===== src/rtl/alu_pkg.sv =====
// ----------------------------------------------------------------------------
// alu_pkg
// Shared definitions for the ALU and its arbiter: ALU op-code encodings,
// flag bit positions within the packed 4-bit flag vector, and port ids.
// ----------------------------------------------------------------------------
package alu_pkg;

    localparam logic [3:0] ALUC_AND = 4'b0100;
    localparam logic [3:0] ALUC_OR  = 4'b0101;
    localparam logic [3:0] ALUC_XOR = 4'b0110;
    localparam logic [3:0] ALUC_NOR = 4'b0111;
    localparam logic [3:0] ALUC_LUI = 4'b1000;
    localparam logic [3:0] ALUC_SLT = 4'b1011;
    localparam logic [3:0] ALUC_SRA = 4'b1100;
    localparam logic [3:0] ALUC_SRL = 4'b1101;
    localparam logic [3:0] ALUC_SLL = 4'b1110;

    localparam int unsigned NUM_FLAGS = 4;
    localparam int unsigned FLAG_ZERO  = 0;
    localparam int unsigned FLAG_CARRY = 1;
    localparam int unsigned FLAG_NEG   = 2;
    localparam int unsigned FLAG_OVF   = 3;

    typedef enum logic {
        PortMain = 1'b0,
        PortAddr = 1'b1
    } port_e;

    function automatic logic [NUM_FLAGS-1:0] pack_flags(input logic zero,
                                                         input logic carry,
                                                         input logic negative,
                                                         input logic overflow);
        logic [NUM_FLAGS-1:0] f;
        f            = '0;
        f[FLAG_ZERO]  = zero;
        f[FLAG_CARRY] = carry;
        f[FLAG_NEG]   = negative;
        f[FLAG_OVF]   = overflow;
        return f;
    endfunction

endpackage


===== src/rtl/alu_rsp_slot.sv =====
// ----------------------------------------------------------------------------
// alu_rsp_slot
// One-entry result holding slot with a valid/ready output handshake.
// Ports:
//   clk_i, rst_i        clock, asynchronous active-high reset
//   capture_i           load cap_r_i/cap_flags_i this cycle (sets valid)
//   cap_r_i, cap_flags_i  result and flags to capture
//   rsp_ready_i         consumer takes the held result when valid
//   rsp_valid_o         slot full
//   rsp_r_o, rsp_flags_o  held result and flags
// ----------------------------------------------------------------------------
module alu_rsp_slot
    import alu_pkg::*;
#(
    parameter int unsigned DATA_W = 32
) (
    input  logic                 clk_i,
    input  logic                 rst_i,
    input  logic                 capture_i,
    input  logic [DATA_W-1:0]    cap_r_i,
    input  logic [NUM_FLAGS-1:0] cap_flags_i,
    input  logic                 rsp_ready_i,
    output logic                 rsp_valid_o,
    output logic [DATA_W-1:0]    rsp_r_o,
    output logic [NUM_FLAGS-1:0] rsp_flags_o
);

    logic                 valid_q, valid_d;
    logic [DATA_W-1:0]    r_q, r_d;
    logic [NUM_FLAGS-1:0] flags_q, flags_d;

    always_comb begin
        valid_d = valid_q;
        r_d     = r_q;
        flags_d = flags_q;
        // The arbiter never issues to a full, undrained slot, so capture and
        // drain never collide; capture still takes priority for safety.
        if (capture_i) begin
            valid_d = 1'b1;
            r_d     = cap_r_i;
            flags_d = cap_flags_i;
        end else if (valid_q && rsp_ready_i) begin
            valid_d = 1'b0;
        end
    end

    always_ff @(posedge clk_i or posedge rst_i) begin
        if (rst_i) begin
            valid_q <= 1'b0;
            r_q     <= '0;
            flags_q <= '0;
        end else begin
            valid_q <= valid_d;
            r_q     <= r_d;
            flags_q <= flags_d;
        end
    end

    assign rsp_valid_o = valid_q;
    assign rsp_r_o     = r_q;
    assign rsp_flags_o = flags_q;

endmodule


===== src/rtl/alu_arbiter.sv =====
// ----------------------------------------------------------------------------
// alu_arbiter
// Shares one external combinational ALU between two requesters (port 0 main
// datapath, port 1 address/branch unit). Round-robin grant, registered ALU
// operands, and a per-port result slot. Latency accept -> rsp_valid is 2.
// Ports:
//   clk, rst                      clock, asynchronous active-high reset
//   reqN_valid/ready/a/b/aluc     request handshake and operands (N=0,1)
//   rspN_valid/ready/r/flags      response handshake, result, flags
//                                 flags = {overflow,negative,carry,zero}
//   alu_a/alu_b/alu_aluc          registered operands driven to the ALU
//   alu_r/zero/carry/negative/overflow  ALU outputs
// ----------------------------------------------------------------------------
module alu_arbiter
    import alu_pkg::*;
#(
    parameter int unsigned DATA_W = 32,
    parameter int unsigned OP_W   = 4
) (
    input  logic                 clk,
    input  logic                 rst,
    input  logic                 req0_valid,
    output logic                 req0_ready,
    input  logic [DATA_W-1:0]    req0_a,
    input  logic [DATA_W-1:0]    req0_b,
    input  logic [OP_W-1:0]      req0_aluc,
    input  logic                 req1_valid,
    output logic                 req1_ready,
    input  logic [DATA_W-1:0]    req1_a,
    input  logic [DATA_W-1:0]    req1_b,
    input  logic [OP_W-1:0]      req1_aluc,
    output logic                 rsp0_valid,
    input  logic                 rsp0_ready,
    output logic [DATA_W-1:0]    rsp0_r,
    output logic [NUM_FLAGS-1:0] rsp0_flags,
    output logic                 rsp1_valid,
    input  logic                 rsp1_ready,
    output logic [DATA_W-1:0]    rsp1_r,
    output logic [NUM_FLAGS-1:0] rsp1_flags,
    output logic [DATA_W-1:0]    alu_a,
    output logic [DATA_W-1:0]    alu_b,
    output logic [OP_W-1:0]      alu_aluc,
    input  logic [DATA_W-1:0]    alu_r,
    input  logic                 alu_zero,
    input  logic                 alu_carry,
    input  logic                 alu_negative,
    input  logic                 alu_overflow
);

    port_e               last_grant_q, last_grant_d;
    port_e               tag_q, tag_d;
    logic                inflight_q, inflight_d;
    logic [DATA_W-1:0]   alu_a_q, alu_a_d;
    logic [DATA_W-1:0]   alu_b_q, alu_b_d;
    logic [OP_W-1:0]     alu_aluc_q, alu_aluc_d;

    logic inflight0, inflight1;
    logic elig0, elig1;
    logic grant0, grant1;
    logic [NUM_FLAGS-1:0] alu_flags;

    assign inflight0 = inflight_q && (tag_q == PortMain);
    assign inflight1 = inflight_q && (tag_q == PortAddr);

    // A port may issue only if its slot will be free when the result lands:
    // empty now, or being drained this cycle.
    assign elig0 = req0_valid && !inflight0 && (!rsp0_valid || rsp0_ready);
    assign elig1 = req1_valid && !inflight1 && (!rsp1_valid || rsp1_ready);

    always_comb begin
        grant0 = 1'b0;
        grant1 = 1'b0;
        if (!rst) begin
            grant1 = elig1 && (!elig0 || (last_grant_q == PortMain));
            grant0 = elig0 && !grant1;
        end
    end

    assign req0_ready = grant0;
    assign req1_ready = grant1;

    always_comb begin
        last_grant_d = last_grant_q;
        tag_d        = tag_q;
        inflight_d   = 1'b0;
        alu_a_d      = alu_a_q;
        alu_b_d      = alu_b_q;
        alu_aluc_d   = alu_aluc_q;
        if (grant0) begin
            last_grant_d = PortMain;
            tag_d        = PortMain;
            inflight_d   = 1'b1;
            alu_a_d      = req0_a;
            alu_b_d      = req0_b;
            alu_aluc_d   = req0_aluc;
        end else if (grant1) begin
            last_grant_d = PortAddr;
            tag_d        = PortAddr;
            inflight_d   = 1'b1;
            alu_a_d      = req1_a;
            alu_b_d      = req1_b;
            alu_aluc_d   = req1_aluc;
        end
    end

    always_ff @(posedge clk or posedge rst) begin
        if (rst) begin
            last_grant_q <= PortAddr;
            tag_q        <= PortMain;
            inflight_q   <= 1'b0;
            alu_a_q      <= '0;
            alu_b_q      <= '0;
            alu_aluc_q   <= '0;
        end else begin
            last_grant_q <= last_grant_d;
            tag_q        <= tag_d;
            inflight_q   <= inflight_d;
            alu_a_q      <= alu_a_d;
            alu_b_q      <= alu_b_d;
            alu_aluc_q   <= alu_aluc_d;
        end
    end

    assign alu_a    = alu_a_q;
    assign alu_b    = alu_b_q;
    assign alu_aluc = alu_aluc_q;

    assign alu_flags = pack_flags(alu_zero, alu_carry, alu_negative, alu_overflow);

    alu_rsp_slot #(
        .DATA_W (DATA_W)
    ) u_slot0 (
        .clk_i       (clk),
        .rst_i       (rst),
        .capture_i   (inflight0),
        .cap_r_i     (alu_r),
        .cap_flags_i (alu_flags),
        .rsp_ready_i (rsp0_ready),
        .rsp_valid_o (rsp0_valid),
        .rsp_r_o     (rsp0_r),
        .rsp_flags_o (rsp0_flags)
    );

    alu_rsp_slot #(
        .DATA_W (DATA_W)
    ) u_slot1 (
        .clk_i       (clk),
        .rst_i       (rst),
        .capture_i   (inflight1),
        .cap_r_i     (alu_r),
        .cap_flags_i (alu_flags),
        .rsp_ready_i (rsp1_ready),
        .rsp_valid_o (rsp1_valid),
        .rsp_r_o     (rsp1_r),
        .rsp_flags_o (rsp1_flags)
    );

endmodule

===== config.mk =====
export PLATFORM = sky130hd
export DESIGN_NAME = alu_arbiter
export DESIGN_NICKNAME = d
export VERILOG_FILES = /design/src/rtl/alu_pkg.sv /design/src/rtl/alu_rsp_slot.sv /design/src/rtl/alu_arbiter.sv
export SDC_FILE = /design/constraint.sdc
export NUM_CORES = 1
export LEC_CHECK = 0
export BUFFER_PORTS_ARGS = -buffer_cell sky130_fd_sc_hd__buf_2
export CORE_MARGIN = 5
export CORE_UTILIZATION = 43
export CTS_BUF_LIST = sky130_fd_sc_hd__clkbuf_4
export CTS_CLUSTER_SIZE = 20
export DETAILED_ROUTE_END_ITERATION = 10
export PLACE_DENSITY_LB_ADDON = 0.2
export SLEW_MARGIN = 10
export SYNTH_ARGS = -nofsm -noshare
export SYNTH_HDL_FRONTEND = slang
export SYNTH_SLANG_ARGS = --single-unit
export TNS_END_PERCENT = 30

===== constraint.sdc =====
create_clock -name clk -period 14.3 [get_ports clk]
set_input_delay 0.715 -clock clk [delete_from_list [all_inputs] [get_ports clk]]
set_output_delay 0.715 -clock clk [all_outputs]
set_load 0.005 [all_outputs]

==> flow_metrics.tcl, run 1 <==
set metrics [dict create \
    outcome "complete, no violations" \
    r2r_cells 6 \
    yosys.area.top_type_share_pct 59.30 \
    hold_viol 0 \
    crit_family "buffers and inverters" \
    drc 0 \
    cp_max_fo 69 \
    port-buffer-count 321 \
    drt_iter0_drc 210 \
    total_power_mw 1.559 \
    initial_core_util_pct 43.78 \
    die_w_um 128.9 \
    final_common_cell "buf_2" \
    worst_skew_pair.late_latency_ns 0.53 \
    syn_avg_cell_area_um2 14.79 \
    hold_buffers 0 \
    grt_pass1_wl_um 27000 \
    path_buf_inv 3 \
    critical_path_required_ns 13.59 \
    yosysTopAreaCell "dfrtp_1" \
    final_net_count 899 \
    peakVddDrop_v 0.00006635 \
    leakage_nw 3.688 \
    drv_cap 0 \
    antenna_found_initial 2 \
    grt_pass1_vias 5085 \
    tns_ns 0 \
    period_share_pct 21.85 \
    cts_tree "done" \
    fmax_mhz 320.1 \
    ys_top_cells_by_area "dfrtp_1 (59%), mux2_2 (13%), o221a_1 (12%)" \
    grt-ovfl-total 0 \
    ff_latch_area_mm2 0.003630 \
    cts_buffers 17 \
    hpwl_um 13090 \
    critical_path_class "flop to output pin" \
    slew-limit-headroom_pct 49.52 \
    finClkSkew_ns 0.02647 \
    cts.path.max_buffers 2 \
    grt_max_degree 88 \
    stdcell_area_mm2 0.008109 \
    wl_per_cell_um 19.31 \
    drive_above_1_share_pct 59.95 \
    die_h_um 128.9 \
    syn_to_final_growth_pct 33.44 \
    cp-end-kind "output pin" \
    path_clk_slew_ns 0.12 \
    synth_cell_types 26 \
    cts_sinks 145 \
    coreArea_mm2 0.01388 \
    vias 4830 \
    place.gp.congestion 0.7692 \
    yosysWarnings 0 \
    arrival_ns 2.41 \
    ios 322 \
    rsz0062_at_grt "no" \
    path_cells "nand2_1 > buf_4 > o2111ai_4 > buf_4 > and2_1 > buf_2" \
    final_util_pct 58.42 \
    synth_area_mm2 0.006077 \
    cts_setup_buffers 0 \
    place_area_mm2 0.007771 \
    setup_viol 0 \
    period_needed_ns 3.124 \
    syn_nets 589 \
    worst-path-stages 6 \
    cts_resized 0 \
    hp-class "input port to async pin" \
    rows 43 \
    die-area_mm2 0.01661 \
    max_stage_delay_ns 0.46 \
    vias_per_cell 5.273 \
    mostFrequentLayoutCells "buf_2 (321), dfrtp_1 (144), mux2_2 (72)" \
    yosys_register_bits 145 \
    dr.pass1.iters 6 \
    fill_cells 1191 \
    cts-root-buf "clkbuf_4" \
    dp.cells 882 \
    layout.cells.non_filler 916 \
    postSynthCellCount 411 \
    drtAntennaViolNets 0 \
    grtUsageTotal_pct 20.90 \
    power_density_mw_per_mm2 192.3 \
    drt_wl_total_um 17690 \
    slowest_stage "buf_4" \
    ys_seq_area_share_pct 59.73 \
    multiInputGateArea_mm2 0.002233 \
    worst_pin_slew_ns 0.7573 \
    finalMaxSlewViolations 0 \
    critPathLaunchType "flop" \
    worst_path_most_repeated_cell "buf_4" \
    h-tree-depth 4 \
]
-- final timing paths --
path	slack [ns]	from	end
hold / removal	0.33	rst	u_slot1.rsp_r_o[17]
setup / recovery	11.18	tag_q	req0_ready
hold reg to reg	0.51	u_slot1.rsp_r_o[1]	u_slot1.rsp_r_o[1]
min in group clk	0.43	alu_r[12]	u_slot0.rsp_r_o[12]
max in group asynchronous	12.67	rst	alu_b[1]
setup reg to reg	11.80	tag_q	alu_b[19]
-- area by class of cell --
| type | count | share of cell area [%] |
|---|---|---|
| clock inverter | 15 | 2.530 |
| sequential | 145 | 44.76 |
| tap | 180 | 2.777 |
| antenna | 2 | 0.06172 |
| inverter | 5 | 0.2932 |
| clock buffer | 17 | 1.574 |
| multi-input combinational | 224 | 27.54 |
| timing repair buffer | 328 | 20.46 |
-- state kept, by name (all words and copies together) (netlist names) --
signal	flops
alu_b	32
alu_a	32
inflight_q	1
u_slot0.rsp_flags_o	4
last_grant_q	1
tag_q	1
u_slot1.rsp_valid_o	1
u_slot1.rsp_flags_o	4
u_slot1.rsp_r_o	32
u_slot0.rsp_valid_o	1
alu_aluc	4
u_slot0.rsp_r_o	32
-- layer usage --
layer  global-route usage (%)  part of all wire, %  vias to the layer above
met3                    7.389                  9.4                       37
met4                    8.524                  2.4                        0
li1                         -                    -                     2209
met2                    34.05                   49                      226
met1                    25.37                   39                     2358
met5                        0                    0                        -
-- cells by family (layout without fill, tap and decap cells) --
group / after synthesis / count (layout) / share of synthesized area, %
AOI/OAI and AO/OA: 74 / 74 / 13.36
and+or+nand+nor: 78 / 78 / 9.512
buffers and inverters: 42 / 365 / 4.056
other: 0 / 2 / 0
muxes: 72 / 72 / 13.34
DFF: 145 / 145 / 59.73
-- through the flow --
stage               setup WS [ns]  hold WS (ns)
global route                10.98        0.3499
CTS                         11.10        0.3287
finish                      11.18        0.3275
detailed placement          11.37        0.4876
global placement            11.40        0.4808
floorplan                   8.801        0.4832
-- worst reg2reg max path, cell delays in order, from the launching register on --
cell     delay [ns]
dfrtp_1        0.43
nand2_1        0.07
buf_4          0.46
o21ai_1        0.29
a311o_2        0.42
buf_4          0.33
o221a_1        0.41
-- power by group --
part           switching (mW)  internal (mW)  leakage, nW
registers               0.105          0.597         1.63
clock network           0.150          0.142        0.178
logic                   0.249          0.317         1.88
total                   0.504           1.06         3.69
-- synth_stat cells --
cell type / count
o21ai_0: 2
nor2_4: 1
o22ai_2: 1
nand2_1: 3
o2111ai_1: 1
nand2b_1: 1
buf_2: 8
nor2b_1: 1
buf_6: 10
mux2_2: 72
o221a_2: 1
dfstp_2: 1
a311o_1: 1
nor3_2: 1
buf_1: 3
nor2b_2: 1
inv_1: 4
inv_2: 1
o21ai_1: 1
nand3b_1: 68
or2b_1: 1
clkbuf_1: 15
dfrtp_1: 144
buf_4: 1
and2_1: 1
o221a_1: 67
(Power assumes the default switching activity.)
==> run 2: changes to the inputs <==
CORE_UTILIZATION = 42   (was 43)
clock period = 2.82 ns   (was 14.3 ns; I/O delays follow)
==> flow_metrics.tcl, run 2 (synthesis gave the netlist of run 1 again) <==
set metrics [dict create \
    outcome "complete, no violations" \
    die_h_um 130.3 \
    swShare_pct 30.70 \
    setup_viol 0 \
    grt-ovfl-total 0 \
    cts_sinks 145 \
    dr.pass1.iters 4 \
    finClkSkew_ns 0.01334 \
    grt_max_degree 76 \
    rows 44 \
    h-tree-depth 4 \
    r2r_end "alu_a[4]" \
    setup_slack_ns 0.2488 \
    fill_cells 1016 \
    path_buf_inv 2 \
    syn_to_final_growth_pct 63.58 \
    final_net_count 1079 \
    port-buffer-count 321 \
    grt_pass1_vias 6168 \
    hpwl_um 12800 \
    p_comb_share_pct 41.0 \
    max_stage_delay_ns 0.57 \
    pwr-share-seq_pct 41.0 \
    drt_iter0_drc 203 \
    dp.cells 888 \
    arrival_ns 2.99 \
    die_w_um 130.3 \
    vias_per_cell 5.173 \
    cp-end-kind "flop" \
    drv_cap 0 \
    drtAntennaViolNets 0 \
    leakage_nw 4.389 \
    p_switching_mw 2.643 \
    wl_per_cell_um 18.07 \
    r2r-start "tag_q" \
    critical_path_required_ns 3.24 \
    cp_max_fo 69 \
    cts_setup_buffers 0 \
    total_power_mw 8.608 \
    cts_tree "done" \
    worst_skew_pair.late_latency_ns 0.53 \
    slew-limit-headroom_pct 38.85 \
    grt_pass1_wl_um 30350 \
    peakVddDrop_v 0.0003856 \
    cts_buffers 17 \
    drt_wl_total_um 19860 \
    fmax_mhz 388.9 \
    grtUsageTotal_pct 23.17 \
    ios 322 \
    drive_above_1_share_pct 48.58 \
    antenna_found_initial 0 \
    rsz0062_at_grt "no" \
    cts-root-buf "clkbuf_4" \
    mostFrequentLayoutCells "buf_2 (321), dlygate4sd3_1 (177), dfrtp_1 (144)" \
    slowest_stage "dlygate4sd3_1" \
    finalMaxSlewViolations 0 \
    drc 0 \
    coreArea_mm2 0.01437 \
    hold_ws_ns 0.1667 \
    hold_viol 0 \
    pwr-share-clk_pct 18.0 \
    crit_family "buffers and inverters" \
    preCtsSetupSlack_ns 0.5196 \
    path_cells "nor2b_4 > nor2_4 > a311o_2 > buf_6 > o221a_1 > dlygate4sd3_1" \
    path_clk_slew_ns 0.12 \
    p_int_mw 5.965 \
    cts.path.max_buffers 2 \
    vias 5685 \
    power_density_mw_per_mm2 865.9 \
    final_common_cell "buf_2" \
    period_share_pct 91.18 \
    period_needed_ns 2.571 \
    r2r_cells 6 \
    critPathLaunchType "flop" \
    die-area_mm2 0.01698 \
    worst_pin_slew_ns 0.9173 \
    critical_path_class "flop to flop" \
    layout.cells.non_filler 1099 \
    place.gp.congestion 0.7875 \
    reg2reg_slack_ns 0.25 \
    hp-class "input port to async pin" \
    initial_core_util_pct 42.29 \
]
==> run 2: worst max path at each step <==
| stage | startpoint | slack, ns | cells after the start | to |
|---|---|---|---|---|
| 3_3_place_gp | rst | 0.63 | 6 | alu_a[30] |
| 3_5_place_dp | rst | 0.52 | 6 | alu_a[18] |
| 2_1_floorplan | rst | -0.47 | 6 | alu_b[10] |
| 5_1_grt | inflight_q | 0.11 | 7 | alu_a[4] |
| 6_report | tag_q | 0.25 | 6 | alu_a[4] |
| 4_1_cts | rst | 0.007 | 8 | req1_ready |
==> run 2: power groups by stage <==
stage | Combinational [mW] | Clock [mW] | Sequential, mW
floorplan | 1.41 | 0 | 3.62
global placement | 2.86 | 0 | 3.53
detailed placement | 2.95 | 0 | 3.55
CTS | 3.53 | 1.60 | 3.53
global route | 3.85 | 1.69 | 3.64
finish | 3.53 | 1.55 | 3.53
==> run 2: final cells by class <==
class                           instances  area [um2]  area share [%]
Sequential cell                       145        3630           36.51
Timing Repair Buffer                  507        3462           34.83
Multi-Input combinational cell        224        2241           22.54
Tap cell                              184       230.2           2.316
Clock inverter                         14       212.7           2.140
Clock buffer                           18       135.1           1.359
Inverter                                5       22.52          0.2266
Timing Repair inverter                  1       5.005         0.05035
Antenna cell                            1       2.502         0.02517
==> run 2: worst reg2reg max path, stage by stage, from the launching register on <==
cell	delay [ns]
dfrtp_1	0.46
nor2b_4	0.31
nor2_4	0.08
a311o_2	0.42
buf_6	0.26
o221a_1	0.37
dlygate4sd3_1	0.57
==> run 2: per-layer routing <==
layer	share of wire (%)	track usage, %	vias to the layer above
met5	0	0	-
met4	3.8	11.49	0
met3	9.0	7.695	67
met2	50	40.65	289
met1	37	25.01	2760
li1	-	-	2569
==> run 2: repair_timing <==
item                                   CTS  global route
resized for setup                        0             2
hold buffers                           177             0
setup endpoints to repair                0            57
endpoints found under the hold margin  169             0
==> run 2: through the flow <==
stage	instance area (um2)	setup TNS, ns	util (%)
2_1_floorplan	6085	-27.74	-
3_3_place_gp	7805	0	54.32
3_5_place_dp	7805	0	54.32
4_1_cts	9925	0	69.07
5_1_grt	9938	0	69.17
6_report	9941	0	69.18
==> run 3: changes to the inputs <==
CELL_PAD_IN_SITES_DETAIL_PLACEMENT = 1   (was unset)
CELL_PAD_IN_SITES_GLOBAL_PLACEMENT = 1   (was unset)
CORE_UTILIZATION = 32   (was 42)
==> flow_metrics.tcl, run 3 (synthesis gave the netlist of run 1 again) <==
set metrics [dict create \
    initial_core_util_pct 32.49 \
    cp-end-kind "flop" \
    die_w_um 147.8 \
    dp.cells 938 \
    hold_ws_ns 0.2036 \
    h-tree-depth 4 \
    final_net_count 1078 \
    drt_wl_total_um 22280 \
    period_needed_ns 2.676 \
    wl_per_cell_um 19.46 \
    path_clk_slew_ns 0.12 \
    path_cells "nand2_1 > o21ai_1 > a311o_2 > buf_12 > o221a_1 > dlygate4sd3_1" \
    fmax_mhz 373.7 \
    final_util_pct 53.30 \
    drtAntennaViolNets 0 \
    finalMaxSlewViolations 0 \
    setup_viol 0 \
    place.gp.congestion 0.7735 \
    rsz0062_at_grt "no" \
    drc 0 \
    finClkSkew_ns 0.02087 \
    drv_cap 0 \
    cts_sinks 145 \
    peakVddDrop_v 0.0002826 \
    cts_setup_buffers 0 \
    hold_viol 0 \
    vias_per_cell 4.953 \
    drt_iter0_drc 113 \
    dr.pass1.iters 4 \
    outcome "complete, no violations" \
    die-area_mm2 0.02185 \
    port-buffer-count 321 \
    grt_pass1_vias 6379 \
    arrival_ns 3.09 \
    slew-limit-headroom_pct 16.74 \
    grt-ovfl-total 0 \
    cts.path.max_buffers 2 \
    layout.cells.non_filler 1145 \
    coreArea_mm2 0.01871 \
    antenna_found_initial 4 \
    slowest_stage "a311o_2" \
    multiInputGateArea_mm2 0.002258 \
    cts_buffers 17 \
    grt_max_degree 146 \
    setup_slack_ns 0.1440 \
    ios 322 \
    tns_ns 0 \
    power_density_mw_per_mm2 873.0 \
    ff_latch_area_mm2 0.003630 \
    grtUsageTotal_pct 19.65 \
    grt_pass1_wl_um 34170 \
    period_share_pct 94.89 \
    critPathLaunchType "flop" \
    cts-root-buf "clkbuf_4" \
    drive_above_1_share_pct 48.51 \
    fill_cells 1994 \
    hp-class "input port to flop" \
    cp_max_fo 33 \
    critical_path_required_ns 3.23 \
    mostFrequentLayoutCells "buf_2 (321), dlygate4sd3_1 (175), dfrtp_1 (144)" \
    vias 5671 \
    max_stage_delay_ns 0.57 \
    hpwl_um 14190 \
    final_common_cell "buf_2" \
    worst_pin_slew_ns 1.249 \
    leakage_nw 4.357 \
    cts_tree "done" \
    worst_skew_pair.late_latency_ns 0.53 \
    syn_to_final_growth_pct 64.05 \
    critical_path_class "flop to flop" \
    preCtsSetupSlack_ns 0.6088 \
    die_h_um 147.8 \
    rows 50 \
]
run 3: layer usage:
| metal | share of wire (%) | vias up | GRT usage [%] |
|---|---|---|---|
| li1 | - | 2573 | - |
| met1 | 39 | 2808 | 22.56 |
| met2 | 50 | 254 | 34.55 |
| met3 | 8.6 | 32 | 6.867 |
| met4 | 1.8 | 4 | 5.918 |
| met5 | 0.085 | - | 0 |
run 3: through the flow:
step                      area, um2  power, mW
after global placement         7890      6.482
after detailed placement       7890      6.600
after CTS                      9940      8.721
after floorplan                6085      5.032
final                          9970      8.703
after global routing           9970      9.303
run 3: timing repair:
item                                    4_1_cts  5_1_grt
endpoints found under the setup margin        0       32
endpoints found under the hold margin       286        0
gates resized for setup                       0        0
hold buffers                                175        0
run 3: power breakdown:
part	total [mW]	switching (mW)	internal (mW)
logic	3.72	1.50	2.22
registers	3.56	0.529	3.03
clock network	1.43	0.729	0.697
run 3: critical path: cells and delay by family (launching register included):
family	cells	cell delay [ns]
AOI/OAI and AO/OA	3	1.07
buffers and inverters	2	0.83
DFF	1	0.43
and+or+nand+nor	1	0.22
run 3: final timing paths:
check | startpoint | slack [ns] | cells after the start | to
setup / recovery | tag_q | 0.14 | 6 | alu_a[5]
hold / removal | req0_valid | 0.20 | 4 | tag_q
setup reg to reg | tag_q | 0.14 | 6 | alu_a[5]
hold reg to reg | u_slot1.rsp_flags_o[0] | 0.51 | 1 | u_slot1.rsp_flags_o[0]
max in group asynchronous | rst | 1.80 | 4 | alu_b[26]
min in group asynchronous | rst | 0.42 | 4 | tag_q
run 3: final cells by class:
type,count,share of cell area (%)
clock buffer,18,1.355
antenna,2,0.05020
tap,234,2.937
timing repair buffer,505,34.74
sequential,145,36.41
multi-input combinational,226,22.65
inverter,5,0.2259
clock inverter,10,1.632
